==> config.mk <==
export PLATFORM = sky130hd
export DESIGN_NAME = fetch_queue_flat
export DESIGN_NICKNAME = d
export VERILOG_FILES = /design/src/rtl/fetch_queue_if.sv /design/src/rtl/fetch_queue.sv /design/src/flat_wrapper.sv
export SDC_FILE = /design/constraint.sdc
export NUM_CORES = 1
export LEC_CHECK = 0
export CAP_MARGIN = 20
export CORE_MARGIN = 2
export CORE_UTILIZATION = 50
export CTS_CLUSTER_DIAMETER = 150
export DETAILED_ROUTE_END_ITERATION = 12
export GPL_ROUTABILITY_DRIVEN = 0
export PLACE_DENSITY = 0.74
export SLEW_MARGIN = 20
export SYNTH_ARGS = -nofsm -noshare
export SYNTH_HDL_FRONTEND = slang
export SYNTH_SLANG_ARGS = --single-unit
==> constraint.sdc <==
create_clock -name clk -period 6.65 [get_ports clk]
set_clock_uncertainty 0.1 [all_clocks]
set_input_delay 0.665 -clock clk [delete_from_list [all_inputs] [get_ports clk]]
set_output_delay 0.665 -clock clk [all_outputs]
set_load 0.05 [all_outputs]
==> src/rtl/fetch_queue_if.sv <==
// Fetch-stage bus bundle: instruction-memory read port plus decoder valid/ready port.
//   master : the fetch queue (drives imem request and decoder head)
//   slave  : memory model / decoder side (returns read data, redirect, ready)
interface fetch_queue_if #(
  parameter int unsigned PC_WIDTH = 9,
  parameter int unsigned DEPTH    = 4
);
  localparam int unsigned CNT_W = $clog2(DEPTH) + 1;

  logic                o_imem_en;
  logic [PC_WIDTH-1:0] o_imem_addr;
  logic [31:0]         i_imem_rdata;
  logic                i_redirect_valid;
  logic [PC_WIDTH-1:0] i_redirect_pc;
  logic [31:0]         o_instruction;
  logic [PC_WIDTH-1:0] o_pc;
  logic                o_valid;
  logic                i_ready;
  logic [CNT_W-1:0]    o_count;

  modport master (
    output o_imem_en, o_imem_addr, o_instruction, o_pc, o_valid, o_count,
    input  i_imem_rdata, i_redirect_valid, i_redirect_pc, i_ready
  );

  modport slave (
    input  o_imem_en, o_imem_addr, o_instruction, o_pc, o_valid, o_count,
    output i_imem_rdata, i_redirect_valid, i_redirect_pc, i_ready
  );
endinterface

==> src/rtl/fetch_queue.sv <==
// Instruction fetch queue: issues sequential PCs to a 1-cycle-latency imem,
// buffers returned words with their PCs in a DEPTH-entry FIFO, and hands the
// head to the decoder via valid/ready. A redirect flushes everything.
//   clk   : clock, rising edge
//   reset : asynchronous, active-high
//   bus   : fetch_queue_if.master (imem request/response, redirect, decoder port)
module fetch_queue #(
  parameter int unsigned         PC_WIDTH = 9,
  parameter int unsigned         DEPTH    = 4,
  parameter logic [PC_WIDTH-1:0] RESET_PC = '0
) (
  input  logic          clk,
  input  logic          reset,
  fetch_queue_if.master bus
);
  localparam int unsigned AW    = $clog2(DEPTH);
  localparam int unsigned CNT_W = AW + 1;

  logic [PC_WIDTH-1:0] r_fetch_pc;
  logic                r_inflight;
  logic [PC_WIDTH-1:0] r_inflight_pc;
  logic [31:0]         r_instr [DEPTH];
  logic [PC_WIDTH-1:0] r_pcs   [DEPTH];
  logic [AW-1:0]       r_rd_ptr;
  logic [AW-1:0]       r_wr_ptr;
  logic [CNT_W-1:0]    r_count;

  logic [CNT_W:0]      w_occ;
  logic                w_issue;
  logic                w_push;
  logic                w_pop;
  logic                w_valid;

  // Occupancy includes the in-flight read so a returning word always has a slot;
  // a same-cycle pop is deliberately not credited.
  assign w_occ   = (CNT_W+1)'(r_count) + (CNT_W+1)'(r_inflight);
  assign w_issue = ~reset & ~bus.i_redirect_valid & (w_occ < (CNT_W+1)'(DEPTH));
  assign w_valid = (r_count != '0) & ~bus.i_redirect_valid;
  assign w_push  = r_inflight & ~bus.i_redirect_valid;
  assign w_pop   = w_valid & bus.i_ready;

  assign bus.o_imem_en     = w_issue;
  assign bus.o_imem_addr   = r_fetch_pc;
  assign bus.o_valid       = w_valid;
  assign bus.o_count       = r_count;
  assign bus.o_instruction = r_instr[r_rd_ptr];
  assign bus.o_pc          = r_pcs[r_rd_ptr];

  // Fetch PC, in-flight tracking, pointers and occupancy; redirect dominates.
  always_ff @(posedge clk or posedge reset) begin
    if (reset) begin
      r_fetch_pc    <= RESET_PC;
      r_inflight    <= 1'b0;
      r_inflight_pc <= '0;
      r_rd_ptr      <= '0;
      r_wr_ptr      <= '0;
      r_count       <= '0;
    end else if (bus.i_redirect_valid) begin
      r_fetch_pc <= bus.i_redirect_pc;
      r_inflight <= 1'b0;
      r_rd_ptr   <= '0;
      r_wr_ptr   <= '0;
      r_count    <= '0;
    end else begin
      if (w_issue) begin
        r_fetch_pc    <= r_fetch_pc + PC_WIDTH'(4);
        r_inflight    <= 1'b1;
        r_inflight_pc <= r_fetch_pc;
      end else begin
        r_inflight <= 1'b0;
      end
      if (w_push) r_wr_ptr <= r_wr_ptr + AW'(1);
      if (w_pop)  r_rd_ptr <= r_rd_ptr + AW'(1);
      case ({w_push, w_pop})
        2'b10:   r_count <= r_count + CNT_W'(1);
        2'b01:   r_count <= r_count - CNT_W'(1);
        default: r_count <= r_count;
      endcase
    end
  end

  // FIFO storage; cleared on reset so the idle head reads as zero.
  always_ff @(posedge clk or posedge reset) begin
    if (reset) begin
      for (int i = 0; i < int'(DEPTH); i++) begin
        r_instr[i] <= '0;
        r_pcs[i]   <= '0;
      end
    end else if (w_push) begin
      r_instr[r_wr_ptr] <= bus.i_imem_rdata;
      r_pcs[r_wr_ptr]   <= r_inflight_pc;
    end
  end
endmodule

==> src/flat_wrapper.sv <==
// flat-port wrapper written by rule: the top's interface ports become plain ports
module fetch_queue_flat 
#(
  parameter int unsigned         PC_WIDTH = 9,
  parameter int unsigned         DEPTH    = 4,
  parameter logic [PC_WIDTH-1:0] RESET_PC = '0
)
  (clk, reset, bus_o_imem_en, bus_o_imem_addr, bus_o_instruction, bus_o_pc, bus_o_valid, bus_o_count, bus_i_imem_rdata, bus_i_redirect_valid, bus_i_redirect_pc, bus_i_ready);
  fetch_queue_if #(.PC_WIDTH(PC_WIDTH), .DEPTH(DEPTH)) bus_i ();
  input  logic clk;
  input  logic reset;
  output wire logic [$bits(bus_i.o_imem_en)-1:0] bus_o_imem_en;
  output wire logic [$bits(bus_i.o_imem_addr)-1:0] bus_o_imem_addr;
  output wire logic [$bits(bus_i.o_instruction)-1:0] bus_o_instruction;
  output wire logic [$bits(bus_i.o_pc)-1:0] bus_o_pc;
  output wire logic [$bits(bus_i.o_valid)-1:0] bus_o_valid;
  output wire logic [$bits(bus_i.o_count)-1:0] bus_o_count;
  input wire logic [$bits(bus_i.i_imem_rdata)-1:0] bus_i_imem_rdata;
  input wire logic [$bits(bus_i.i_redirect_valid)-1:0] bus_i_redirect_valid;
  input wire logic [$bits(bus_i.i_redirect_pc)-1:0] bus_i_redirect_pc;
  input wire logic [$bits(bus_i.i_ready)-1:0] bus_i_ready;
  assign bus_o_imem_en = bus_i.o_imem_en;
  assign bus_o_imem_addr = bus_i.o_imem_addr;
  assign bus_o_instruction = bus_i.o_instruction;
  assign bus_o_pc = bus_i.o_pc;
  assign bus_o_valid = bus_i.o_valid;
  assign bus_o_count = bus_i.o_count;
  assign bus_i.i_imem_rdata = bus_i_imem_rdata;
  assign bus_i.i_redirect_valid = bus_i_redirect_valid;
  assign bus_i.i_redirect_pc = bus_i_redirect_pc;
  assign bus_i.i_ready = bus_i_ready;
  fetch_queue #(.PC_WIDTH(PC_WIDTH), .DEPTH(DEPTH), .RESET_PC(RESET_PC)) u_core (.clk(clk), .reset(reset), .bus(bus_i));
endmodule
=== Yosys cells after proc, flatten, opt, wreduce, memory -nomap -nowiden ===
Index checks and enable logic that the tools add are counted.

* Register bits: 190
* Latch bits: 0
* Bits in writable memories: 0
* ROM bits: 0
* Bits of input ports: 45
* Logic and storage cells: 64
* Memories kept: 0

* Add/subtract/negate cells: 6
* Multiply operators: 0
* Divide/modulo/power cells: 0
* Magnitude comparators: 4
* Equality and inequality tests: 2
* Shift operators: 0
* Muxes and demuxes: 22
* Bitwise gates (word level): 9
* Reduce and logical (&&, ||, !) cells: 7

{| class="wikitable"
|+ Operators by type and width
! cell !! number
|-
| bitwise mux 128 bit || 1
|-
| 2-to-1 mux 32 bit || 3
|-
| binary-select mux 32 bit (select 2 bit) || 1
|-
| demux 32 bit (select 2 bit) || 1
|-
| 2-to-1 mux 9 bit || 5
|-
| bitwise mux 36 bit || 1
|-
| binary-select mux 9 bit (select 2 bit) || 1
|-
| demux 9 bit (select 2 bit) || 1
|-
| adder 9 x 3 -> 9 bit, second input constant || 1
|-
| 2-to-1 mux 2 bit || 4
|-
| >= comparator 3 bit, second input constant || 2
|-
| NOT 2 -> 3 bit || 2
|-
| one-hot mux 3 bit (2 select lines) || 1
|-
| nonzero test 2 bit || 3
|-
| nonzero test 3 bit || 2
|-
| AND 1 bit || 5
|-
| adder 2 x 1 -> 2 bit, second input constant || 2
|-
| adder 3 x 1 -> 4 bit || 1
|-
| < comparator 4 x 3 -> 1 bit, second input constant || 1
|-
| adder 3 x 1 -> 3 bit, second input constant || 1
|-
| < comparator 3 x 1 -> 1 bit, second input constant || 1
|-
| 2-to-1 mux 3 bit || 1
|-
| subtractor 3 x 1 -> 3 bit, second input constant || 1
|-
| equality test 2 x 1 -> 1 bit, second input constant || 1
|-
| 5 further kinds || 7
|}

=== Depth between registers and ports, before layout ===
Gate-level depths: netlist of run 1.

* Depth in word-level cells: 6
* Depth in mapped cells: 7
* Mapped depth without buffers: 6

=== Worst setup path after synthesis of run 1 ===
No wires, ideal clock.

* Path kind: input to register
* Start: input bus_i_redirect_valid
* End: register u_core.r_count[2] (netlist: u_core.bus.o_count[2])
* Setup time: 136 ps
* Data arrival time: 2349 ps
* Required time: 6414 ps
* Slack: 4065 ps
* Stages on the path: 7
* Cell sequence: clkbuf_1 clkbuf_1 nor3_1 fa_1 or3b_2 nand3_1 a21oi_1

* Cells in the longest elaborated chain, start to end: 6

{| class="wikitable"
|+ Ends and longest elaborated chain
! item !! line !! text
|-
| start: declaration || flat_wrapper.sv:19 || <nowiki>input wire logic [$bits(bus_i.i_redirect_valid)-1:0] bus_i_redirect_valid;</nowiki>
|-
| NOT 1 bit || fetch_queue.sv:38, fetch_queue.sv:39 ||
|-
| AND 1 bit || fetch_queue.sv:38 || <nowiki>assign w_valid = (r_count != '0) & ~bus.i_redirect_valid;</nowiki>
|-
| AND 1 bit || fetch_queue.sv:40 || <nowiki>assign w_pop = w_valid & bus.i_ready;</nowiki>
|-
| equality test 2 x 1 -> 1 bit / equality test 2 bit (equally long branches) || fetch_queue.sv:74 || <nowiki>case ({w_push, w_pop})</nowiki>
|-
| one-hot mux 3 bit (2 select lines) || fetch_queue.sv:74 ||
|-
| 2-to-1 mux 3 bit || fetch_queue.sv:58 || <nowiki>end else if (bus.i_redirect_valid) begin</nowiki>
|-
| end signal: assignment || fetch_queue.sv:75 || <nowiki>2'b10: r_count <= r_count + CNT_W'(1);</nowiki>
|-
| end signal: assignment || fetch_queue.sv:76 || <nowiki>2'b01: r_count <= r_count - CNT_W'(1);</nowiki>
|-
| end signal: assignment || fetch_queue.sv:77 || <nowiki>default: r_count <= r_count;</nowiki>
|-
| end: declaration || fetch_queue.sv:26 || <nowiki>logic [CNT_W-1:0] r_count;</nowiki>
|}

Several ways; a longest one is shown, not always the timed one.
A chain may end at the register's enable or synchronous reset.

=== Worst setup path in the final report of run 1 ===
* Start: input bus_i_redirect_valid
* End: output bus_o_imem_en

* Cells in the longest elaborated chain, start to end: 3

{| class="wikitable"
|+ Ends and longest elaborated chain
! item !! line !! text
|-
| NOT 1 bit || fetch_queue.sv:37 || <nowiki>assign w_issue = ~reset & ~bus.i_redirect_valid & (w_occ < (CNT_W+1)'(DEPTH));</nowiki>
|-
| AND 1 bit (2 in a row) || fetch_queue.sv:37 ||
|-
| end: declaration || flat_wrapper.sv:12 || <nowiki>output wire logic [$bits(bus_i.o_imem_en)-1:0] bus_o_imem_en;</nowiki>
|}

Every way passes these cells.

==> flow_summary.json, run 1 <==
{
  "drc_errors": 0,
  "grt_use_met3_pct": 4.64,
  "num_rows": 47,
  "fill_cells": 1189,
  "holdWs_ps": 399,
  "viasPerCell": 5.59,
  "hold_class": "reg -> reg",
  "place_hpwl_um": 9830,
  "drt_iter0_markers": 244,
  "yosys_warnings": 0,
  "power.share.switching_pct": 32.9,
  "synth_area_per_cell_um2": 15.8,
  "hold_viol_final": 0,
  "drive_gt1_share_pct": 40.6,
  "fin_crit_sh_pct": 54.9,
  "num_vias": 4766,
  "status": "completed",
  "ctsResizeCount": 0,
  "htree_levels": 4,
  "worstSetupStartpointType": "primary input",
  "crit_chain": "clkdlybuf4s50_1 -> nand3b_4 -> inv_1 -> clkdlybuf4s50_1",
  "antenna_cells": 0,
  "drv_slew": 0,
  "multiInputGateArea_um2": 3410,
  "comb_power_share_pct": 32.3,
  "synth_compound_area_share_pct": 1.74,
  "seq_power_share_pct": 40.2,
  "max_cap_violations": 0,
  "dr.pass1.iters": 6,
  "slew_headroom_pct": 39.8,
  "fmax_mhz": 274,
  "cts_made_buffers": 17,
  "pwr-share-clk_pct": 27.6,
  "syn_to_final_growth_pct": 22.0,
  "r2r-start": "u_core.bus.o_count[0]",
  "cts_hold_buf": 0,
  "yosysTopAreaCell": "dfrtp_1",
  "cp-end-kind": "primary output",
  "overflow": 0,
  "arrival_ps": 2890,
  "irDropWorstVdd_v": 0.000192,
  "start_util_pct": 50.7,
  "clock-root-buffer": "clkbuf_16",
  "setup_viol": 0,
  "seq_area_um2": 4760,
  "fin_ws_ps": 3000,
  "post_cts_buffers": 0,
  "clock_sinks": 190,
  "grt_pass1_wl_um": 27100,
  "synth_cell_type_count": 32,
  "slowest_delay_ps": 850,
  "p_switching_mw": 1.29,
  "coreArea_um2": 16400,
  "synth_top_area_share_pct": 57.1,
  "dieWidth_um": 133,
  "netlist_instances": 527,
  "period_minus_slack_ps": 3650,
  "antenna_found_initial": 0,
  "fin_nets": 671,
  "insertion_delay_ps": 430,
  "die-area_um2": 17700,
  "synth_top_family_by_area": "multiplexers",
  "syn_nets": 578,
  "crit_slowest_cell": "clkdlybuf4s50_1",
  "synth_area_leaders": "dfrtp_1 57%, mux2_2 22%, mux4_2 11%",
  "crit_top_cell": "clkdlybuf4s50_1",
  "ff2ff_setup_slack_ps": 4200,
  "yosys.area_share.simple_pct": 3.56,
  "cp.required_ps": 5880,
  "clk_pin_slew_ps": 70,
  "grt_max_degree": 136,
  "setup-tns-final_ps": 0,
  "cp_max_fo": 25,
  "portBuffers": 99,
  "dp_cells": 821,
  "dpl_cell_area_um2": 9510,
  "cts_max_path_buffers": 2,
  "p_per_area_nw_per_um2": 388,
  "reg2reg_depth": 6,
  "synth_xor_area_share_pct": 0.737,
  "p_leak_nw": 4.56,
  "stdcell_count": 853,
  "internal-power_mw": 2.64,
  "met2_usage_pct": 33.4,
  "track_usage_pct": 19.8,
  "grt_pass1_vias": 5144,
  "top_usage_layer": "met2",
  "tightest_slew_ps": 903,
  "rsz0062_at_grt": "false",
  "design_area_um2": 10100,
  "wl_per_cell_um": 19.1,
  "synth_fa_ha_area_share_pct": 0.992,
  "die_h_um": 133,
  "io_pins": 100,
  "holdPathEnd": "u_core.r_inflight_pc[1]",
  "ys_seq_area_share_pct": 57.1,
  "gr-usage-met1_pct": 25.2,
  "muxShareOfSynthArea_pct": 33.8,
  "worstSetupPathType": "in -> out",
  "r2r_end": "u_core.bus.o_count[2]",
  "cts_tree": "built",
  "ys_ff_latch": 190,
  "hold_depth": 2,
  "finalWirelength_um": 16300,
  "drtAntennaViolNets": 0,
  "hp-start": "u_core.bus.o_imem_addr[1]",
  "netlist_area_um2": 8320,
  "post-place-ws_ps": 3000
}
## cell families (layout without fill, tap and decap cells)
logic type                 count (synthesis)  after routing
AOI/OAI and AO/OA                         17             17
xor gates and xnor gates                   7              7
adders and majority gates                  6              6
buffers and inverters                     37            143
DFF                                      190            190
muxes                                    209            209
and+or+nand+nor                           61             61
## metal layers
metal	part of all wire [%]	wire length (um)	up-vias
met3	3.9	631	22
li1	-	-	2129
met2	51	8330	86
met4	1.6	261	0
met1	43	7060	2529
met5	0	0	-
## sequential cells by signal (all words and copies together), names as in the netlist
register / flops
u_core.r_inflight: 1
u_core.r_pcs: 36
u_core.r_rd_ptr: 2
u_core.r_instr: 128
u_core.bus.o_count: 3
u_core.r_wr_ptr: 2
u_core.bus.o_imem_addr: 9
u_core.r_inflight_pc: 9
## power groups by stage
stage | logic [mW] | registers, mW | clock network (mW)
final | 1.27 | 1.58 | 1.08
after detailed placement | 1.28 | 1.60 | 0
after CTS | 1.28 | 1.58 | 1.11
after global placement | 1.25 | 1.58 | 0
after floorplan | 0.948 | 1.55 | 0
after global routing | 1.33 | 1.62 | 1.16
## worst max path at each step
stage	from	end	slack, ps	cells after the start
after floorplan	reset	u_core.bus.o_count[0]	710	1
after global placement	bus_i_redirect_valid	bus_o_imem_en	3030	4
after detailed placement	bus_i_redirect_valid	bus_o_imem_en	3000	4
after CTS	u_core.r_rd_ptr[0]	bus_o_pc[7]	2950	2
after global routing	bus_i_redirect_valid	bus_o_imem_en	2850	4
final	bus_i_redirect_valid	bus_o_imem_en	3000	4
## area by class of cell
class | count | area share [%]
tap | 220 | 2.71
multi-input combinational | 300 | 33.6
sequential | 190 | 46.9
timing repair buffer | 105 | 10.2
clock buffer | 20 | 4.50
clock inverter | 12 | 1.80
inverter | 6 | 0.296
## cell usage in the layout (no fill, tap or decap), types with 2 or more instances in the layout
cell and count:
clkinvlp_4 3, clkdlybuf4s50_1 99, nand3_1 4, and3_1 2, clkinv_4 2, buf_4 6
clkbuf_16 17, ha_1 5, inv_1 4, a21o_1 3, mux4_2 41, nor2_1 8
bufinv_16 4, xnor2_1 7, mux2_2 166, nand2_1 28, nand2_2 4, a21oi_1 2
inv_6 2, a31oi_1 3, dfrtp_1 188, nor3_1 4, clkbuf_8 2, nor3b_1 3
mux2i_1 2, a221o_1 6
## stage by stage
step	total power, mW	utilization [%]
2_1_floorplan	2.50	-
3_3_place_gp	2.83	58.0
3_5_place_dp	2.88	58.0
4_1_cts	3.97	61.9
5_1_grt	4.11	61.9
6_report	3.93	61.9
## synthesized netlist by cell type
master	instances
o31ai_4	1
a221o_1	6
a21oi_1	2
clkbuf_1	8
mux4_2	41
nand2_1	32
a21o_1	3
nor3_1	4
nand3b_4	1
nand3_1	4
o21ai_0	1
buf_2	23
inv_2	1
and3_1	2
mux2i_1	2
nand3b_1	1
nor2_2	1
fa_1	1
or3b_2	1
or3_1	1
mux2_2	166
ha_1	5
nor2b_1	1
inv_1	5
and2_1	1
a31oi_1	3
dfrtp_1	190
a22oi_1	1
xnor2_1	7
nor2_1	8
nand3_2	1
nor3b_1	3
## worst max-delay path: cells and delay by family
family	cells	cell delay [ps]
and+or+nand+nor	1	470
buffers and inverters	3	1740
No activity file was read; power rests on OpenSTA's default activity.
==> run 2, diff against run 1 <==
- clock period: 6.65 -> 3.7 ns (I/O delays scaled with it)
==> run 2 against run 1 <==
Non-clock buffer count increased by 10. Sequential share of layout area decreased by 0.24 points. Die area unchanged. Via count increased by 0.71%. Critical endpoint is now bus_o_instruction[11]. Register-to-register slack got worse by 2900 ps. Utilization increased by 0.31 points. Hold slack got worse by 110 ps. Combinational power increased by 83%. Highest routed layer unchanged. Routed wire length increased by 2.0%.
==> flow_summary.json, run 2 (synthesis results as in run 1) <==
{
  "status": "completed",
  "drv_slew": 0,
  "start_util_pct": 50.7,
  "antenna_found_initial": 0,
  "portBuffers": 99,
  "overflow": 0,
  "arrival_ps": 2690,
  "cp.required_ps": 3230,
  "period_minus_slack_ps": 3160,
  "p_per_area_nw_per_um2": 677,
  "wl_per_cell_um": 19.3,
  "grt_pass1_wl_um": 27900,
  "slew_headroom_pct": 55.8,
  "tightest_slew_ps": 663,
  "finalPower_mw": 6.91,
  "r2r-start": "u_core.bus.o_count[0]",
  "layout_commonest_cell": "dfrtp_1",
  "layout_common_cells": "188 x dfrtp_1, 166 x mux2_2, 99 x clkdlybuf4s50_1, 41 x mux4_2, 28 x nand2_1",
  "drtAntennaViolNets": 0,
  "irDropWorstVdd_v": 0.000341,
  "r2r_end": "u_core.bus.o_count[2]",
  "cp_max_fo": 25,
  "dieWidth_um": 133,
  "grt_pass1_vias": 5320,
  "largest_register_ffs": 128,
  "viasPerCell": 5.56,
  "die-area_um2": 17700,
  "clock-root-buffer": "clkbuf_16",
  "holdWs_ps": 287,
  "num_rows": 47,
  "ctsResizeCount": 0,
  "max_cap_violations": 0,
  "drc_errors": 0,
  "ff2ff_setup_slack_ps": 1340,
  "syn_to_final_growth_pct": 22.6,
  "reg.largest.list": "u_core.r_instr: 128 flops, u_core.r_pcs: 36 flops",
  "coreArea_um2": 16400,
  "rsz0062_at_grt": "false",
  "num_vias": 4800,
  "route.met3.wl_um": 643,
  "slowest_delay_ps": 720,
  "setup_viol": 0,
  "post_cts_buffers": 0,
  "finalWirelength_um": 16600,
  "p_leak_nw": 4.59,
  "fin_nets": 681,
  "antenna_cells": 0,
  "reg2reg_depth": 6,
  "top_register": "u_core.r_instr",
  "fmax_mhz": 316,
  "hold_viol_final": 0,
  "cts_max_path_buffers": 2,
  "io_pins": 100,
  "insertion_delay_ps": 420,
  "cts_made_buffers": 17,
  "drive_gt1_share_pct": 41.7,
  "drt_iter0_markers": 221,
  "place_hpwl_um": 10500,
  "highest_layer": "met4",
  "die_h_um": 133,
  "cts_tree": "built",
  "track_usage_pct": 20.3,
  "crit_slowest_cell": "clkdlybuf4s50_1",
  "cts_hold_buf": 0,
  "htree_levels": 4,
  "route.met2.wl_um": 8480,
  "worstSetupStartpointType": "flop",
  "clock_sinks": 190,
  "wl_met1_um": 7330,
  "crit_chain": "buf_12 -> mux4_2 -> clkdlybuf4s50_1",
  "worstSetupPathType": "reg -> out",
  "setup-tns-final_ps": 0,
  "dr.pass1.iters": 4,
  "grt_max_degree": 42,
  "clk_pin_slew_ps": 70,
  "fin_crit_sh_pct": 85.5,
  "hold_class": "in -> async",
  "cp-end-kind": "primary output"
}
## run 2: cell types whose count changed in the layout (fill, tap and decap cells not counted), sizes merged
cell	delta
bufinv	-4
buf	+10
clkbuf	-3
inv	+7
## run 2: layer usage
layer / GRT usage [%] / up-vias
met3: 4.67 / 11
met4: 5.50 / 0
met1: 26.5 / 2544
li1: - / 2139
met5: 0 / -
met2: 34.5 / 106
## run 2: metrics by stage
step	instance area [um^2]	cells	worst slack (ps)	utilization [%]
6_report	10200	863	538	62.2
5_1_grt	10200	863	382	62.2
3_3_place_gp	9610	830	943	58.6
3_5_place_dp	9630	831	933	58.7
4_1_cts	10200	863	471	62.2
2_1_floorplan	8320	527	782	-
## run 2: power by group
part / internal (mW) / leakage [nW] / switching [mW]
combinational: 1.07 / 1.84 / 1.27
clock: 0.897 / 0.275 / 0.864
sequential: 2.52 / 2.47 / 0.290
## run 2: how the worst max path moves through the flow
stage / start / to / slack, ps / cells after the start
after floorplan: reset / u_core.bus.o_count[0] / 780 / 1
after global placement: u_core.r_rd_ptr[0] / bus_o_pc[7] / 940 / 3
after detailed placement: u_core.r_rd_ptr[0] / bus_o_pc[7] / 930 / 3
after CTS: u_core.r_rd_ptr[0] / bus_o_pc[7] / 470 / 3
after global routing: u_core.r_rd_ptr[0] / bus_o_instruction[29] / 380 / 3
final: u_core.r_rd_ptr[0] / bus_o_instruction[11] / 540 / 3
## run 2: final cells by class
class	count	area, um^2
repair buffers	115	1160
clock buffers	17	425
clock inverters	15	144
inverters	6	26.3
fillers	1190	6210
well taps	220	275
flip-flops and latches	190	4760
multi-input cells	300	3410
## run 2: critical path, delay by kind of cell, from the launching register on
kind / cells / cell delay [ps]
buffers and inverters: 2 / 1010
flip-flops: 1 / 680
multiplexers: 1 / 560
==> run 3, diff against run 2 <==
- SLEW_MARGIN: 20 -> default
- clock period: 3.7 -> 3.5 ns (I/O delays scaled with it)
==> run 3 against run 2 <==
First-iteration DRC count increased by 25%. Sequential power is 6% higher. Clock-buffer cell count grew 3. Sequential cell count did not move. Via count is 0.71% lower. Sequential share of layout area is essentially flat. Register-to-register slack worse by 230 ps. Hold slack better by 56 ps. Final cell count down 0.70%. Routed wire length shrank 2.2%. Cell area hardly changed. Critical endpoint is now bus_o_instruction[31].
==> flow_summary.json, run 3 (synthesis results as in run 1) <==
{
  "io_pins": 100,
  "stdcell_count": 857,
  "start_util_pct": 50.7,
  "viasPerCell": 5.56,
  "dp_cells": 825,
  "drc_errors": 0,
  "largest_register_ffs": 128,
  "dieWidth_um": 133,
  "clock-root-buffer": "clkbuf_16",
  "grt_pass1_wl_um": 27200,
  "post_cts_buffers": 0,
  "hold_viol_final": 0,
  "grt_pass1_vias": 5333,
  "p_per_area_nw_per_um2": 728,
  "irDropWorstVdd_v": 0.000389,
  "overflow": 0,
  "seq_power_share_pct": 40.2,
  "insertion_delay_ps": 420,
  "layout_common_cells": "188 x dfrtp_1, 166 x mux2_2, 99 x clkdlybuf4s50_1, 41 x mux4_2, 28 x nand2_1",
  "top_register": "u_core.r_instr",
  "reg.largest.list": "u_core.r_instr: 128 flops, u_core.r_pcs: 36 flops",
  "coreArea_um2": 16400,
  "drt_iter0_markers": 277,
  "fin_ws_ps": 308,
  "portBuffers": 99,
  "ctsResizeCount": 0,
  "cts_made_buffers": 17,
  "dr.pass1.iters": 4,
  "syn_to_final_growth_pct": 22.5,
  "arrival_ps": 2740,
  "drv_slew": 0,
  "cp-end-kind": "primary output",
  "fin_nets": 675,
  "cts_max_path_buffers": 2,
  "die_h_um": 133,
  "slew_headroom_pct": 56.1,
  "internal-power_mw": 4.99,
  "clk_pin_slew_ps": 60,
  "place_hpwl_um": 10200,
  "fmax_mhz": 313,
  "drtAntennaViolNets": 0,
  "drive_gt1_share_pct": 40.7,
  "num_vias": 4766,
  "max_cap_violations": 0,
  "antenna_cells": 0,
  "cp_max_fo": 22,
  "wl_per_cell_um": 19.0,
  "grt_max_degree": 128,
  "status": "completed",
  "period_minus_slack_ps": 3190,
  "finalWirelength_um": 16300,
  "fin_crit_sh_pct": 91.2,
  "hold_class": "in -> async",
  "post-place-ws_ps": 699,
  "p_leak_nw": 4.58,
  "reg2reg_depth": 4,
  "pwr-share-clk_pct": 26.6,
  "antenna_found_initial": 0,
  "htree_levels": 4,
  "cp.required_ps": 3050,
  "power.share.switching_pct": 32.8,
  "layout_commonest_cell": "dfrtp_1",
  "worstSetupPathType": "reg -> out",
  "comb_power_share_pct": 33.1,
  "cts_hold_buf": 0,
  "rsz0062_at_grt": "false",
  "tightest_slew_ps": 659,
  "track_usage_pct": 19.8,
  "clock_sinks": 190,
  "cts_tree": "built",
  "setup_viol": 0,
  "worstSetupStartpointType": "flop",
  "p_switching_mw": 2.43,
  "finalPower_mw": 7.42,
  "holdWs_ps": 344,
  "die-area_um2": 17700,
  "num_rows": 47,
  "setup-tns-final_ps": 0
}
[run 3: cell count changes in the layout (fill, tap and decap cells not counted), sizes merged]
cell	previous run	this run
buf	16	10
bufinv	0	4
clkbuf	17	20
clkinv	3	6
inv	15	5
[run 3: per-layer routing]
layer / GRT usage (%) / up-vias / share of wire [%]
met5: 0 / - / 0
met4: 7.11 / 0 / 1.8
met2: 33.2 / 107 / 51
met3: 4.48 / 20 / 3.9
met1: 25.4 / 2501 / 44
li1: - / 2138 / -
[run 3: through the flow]
step / utilization [%] / cell area [um^2]
3_5_place_dp: 58.4 / 9590
6_report: 62.1 / 10200
2_1_floorplan: - / 8320
3_3_place_gp: 58.4 / 9590
4_1_cts: 62.1 / 10200
5_1_grt: 62.1 / 10200
[run 3: final timing paths]
check / end / slack [ps] / startpoint
min in group clk: u_core.bus.o_imem_addr[2] / 380 / bus_i_redirect_pc[2]
setup / recovery: bus_o_instruction[31] / 310 / u_core.r_rd_ptr[0]
max in group asynchronous: u_core.r_instr[0] / 2370 / reset
hold / removal: u_core.bus.o_count[1] / 340 / reset
setup reg to reg: u_core.r_instr[87] / 1110 / u_core.r_inflight
hold reg to reg: u_core.r_pcs[14] / 400 / u_core.r_pcs[14]
[run 3: worst max-delay path, stage by stage (launching register included)]
cell and delay (ps):
dfrtp_4 760, buf_12 260, mux4_2 540, clkdlybuf4s50_1 730
[run 3: power groups by stage]
| stage | Combinational [mW] | Clock [mW] | Sequential, mW |
|---|---|---|---|
| after global placement | 2.44 | 0 | 2.98 |
| after global routing | 2.58 | 2.10 | 3.05 |
| after detailed placement | 2.48 | 0 | 3.02 |
| final | 2.46 | 1.97 | 2.98 |
| after CTS | 2.49 | 2.02 | 2.99 |
| after floorplan | 1.80 | 0 | 2.94 |
[run 3: final cells by class]
class / count / area (um^2)
clock inverter: 12 / 169
fill: 1165 / 6220
inverter: 6 / 26.3
tap: 220 / 275
clock buffer: 20 / 437
multi-input combinational: 300 / 3410
timing repair buffer: 109 / 1120
sequential: 190 / 4760
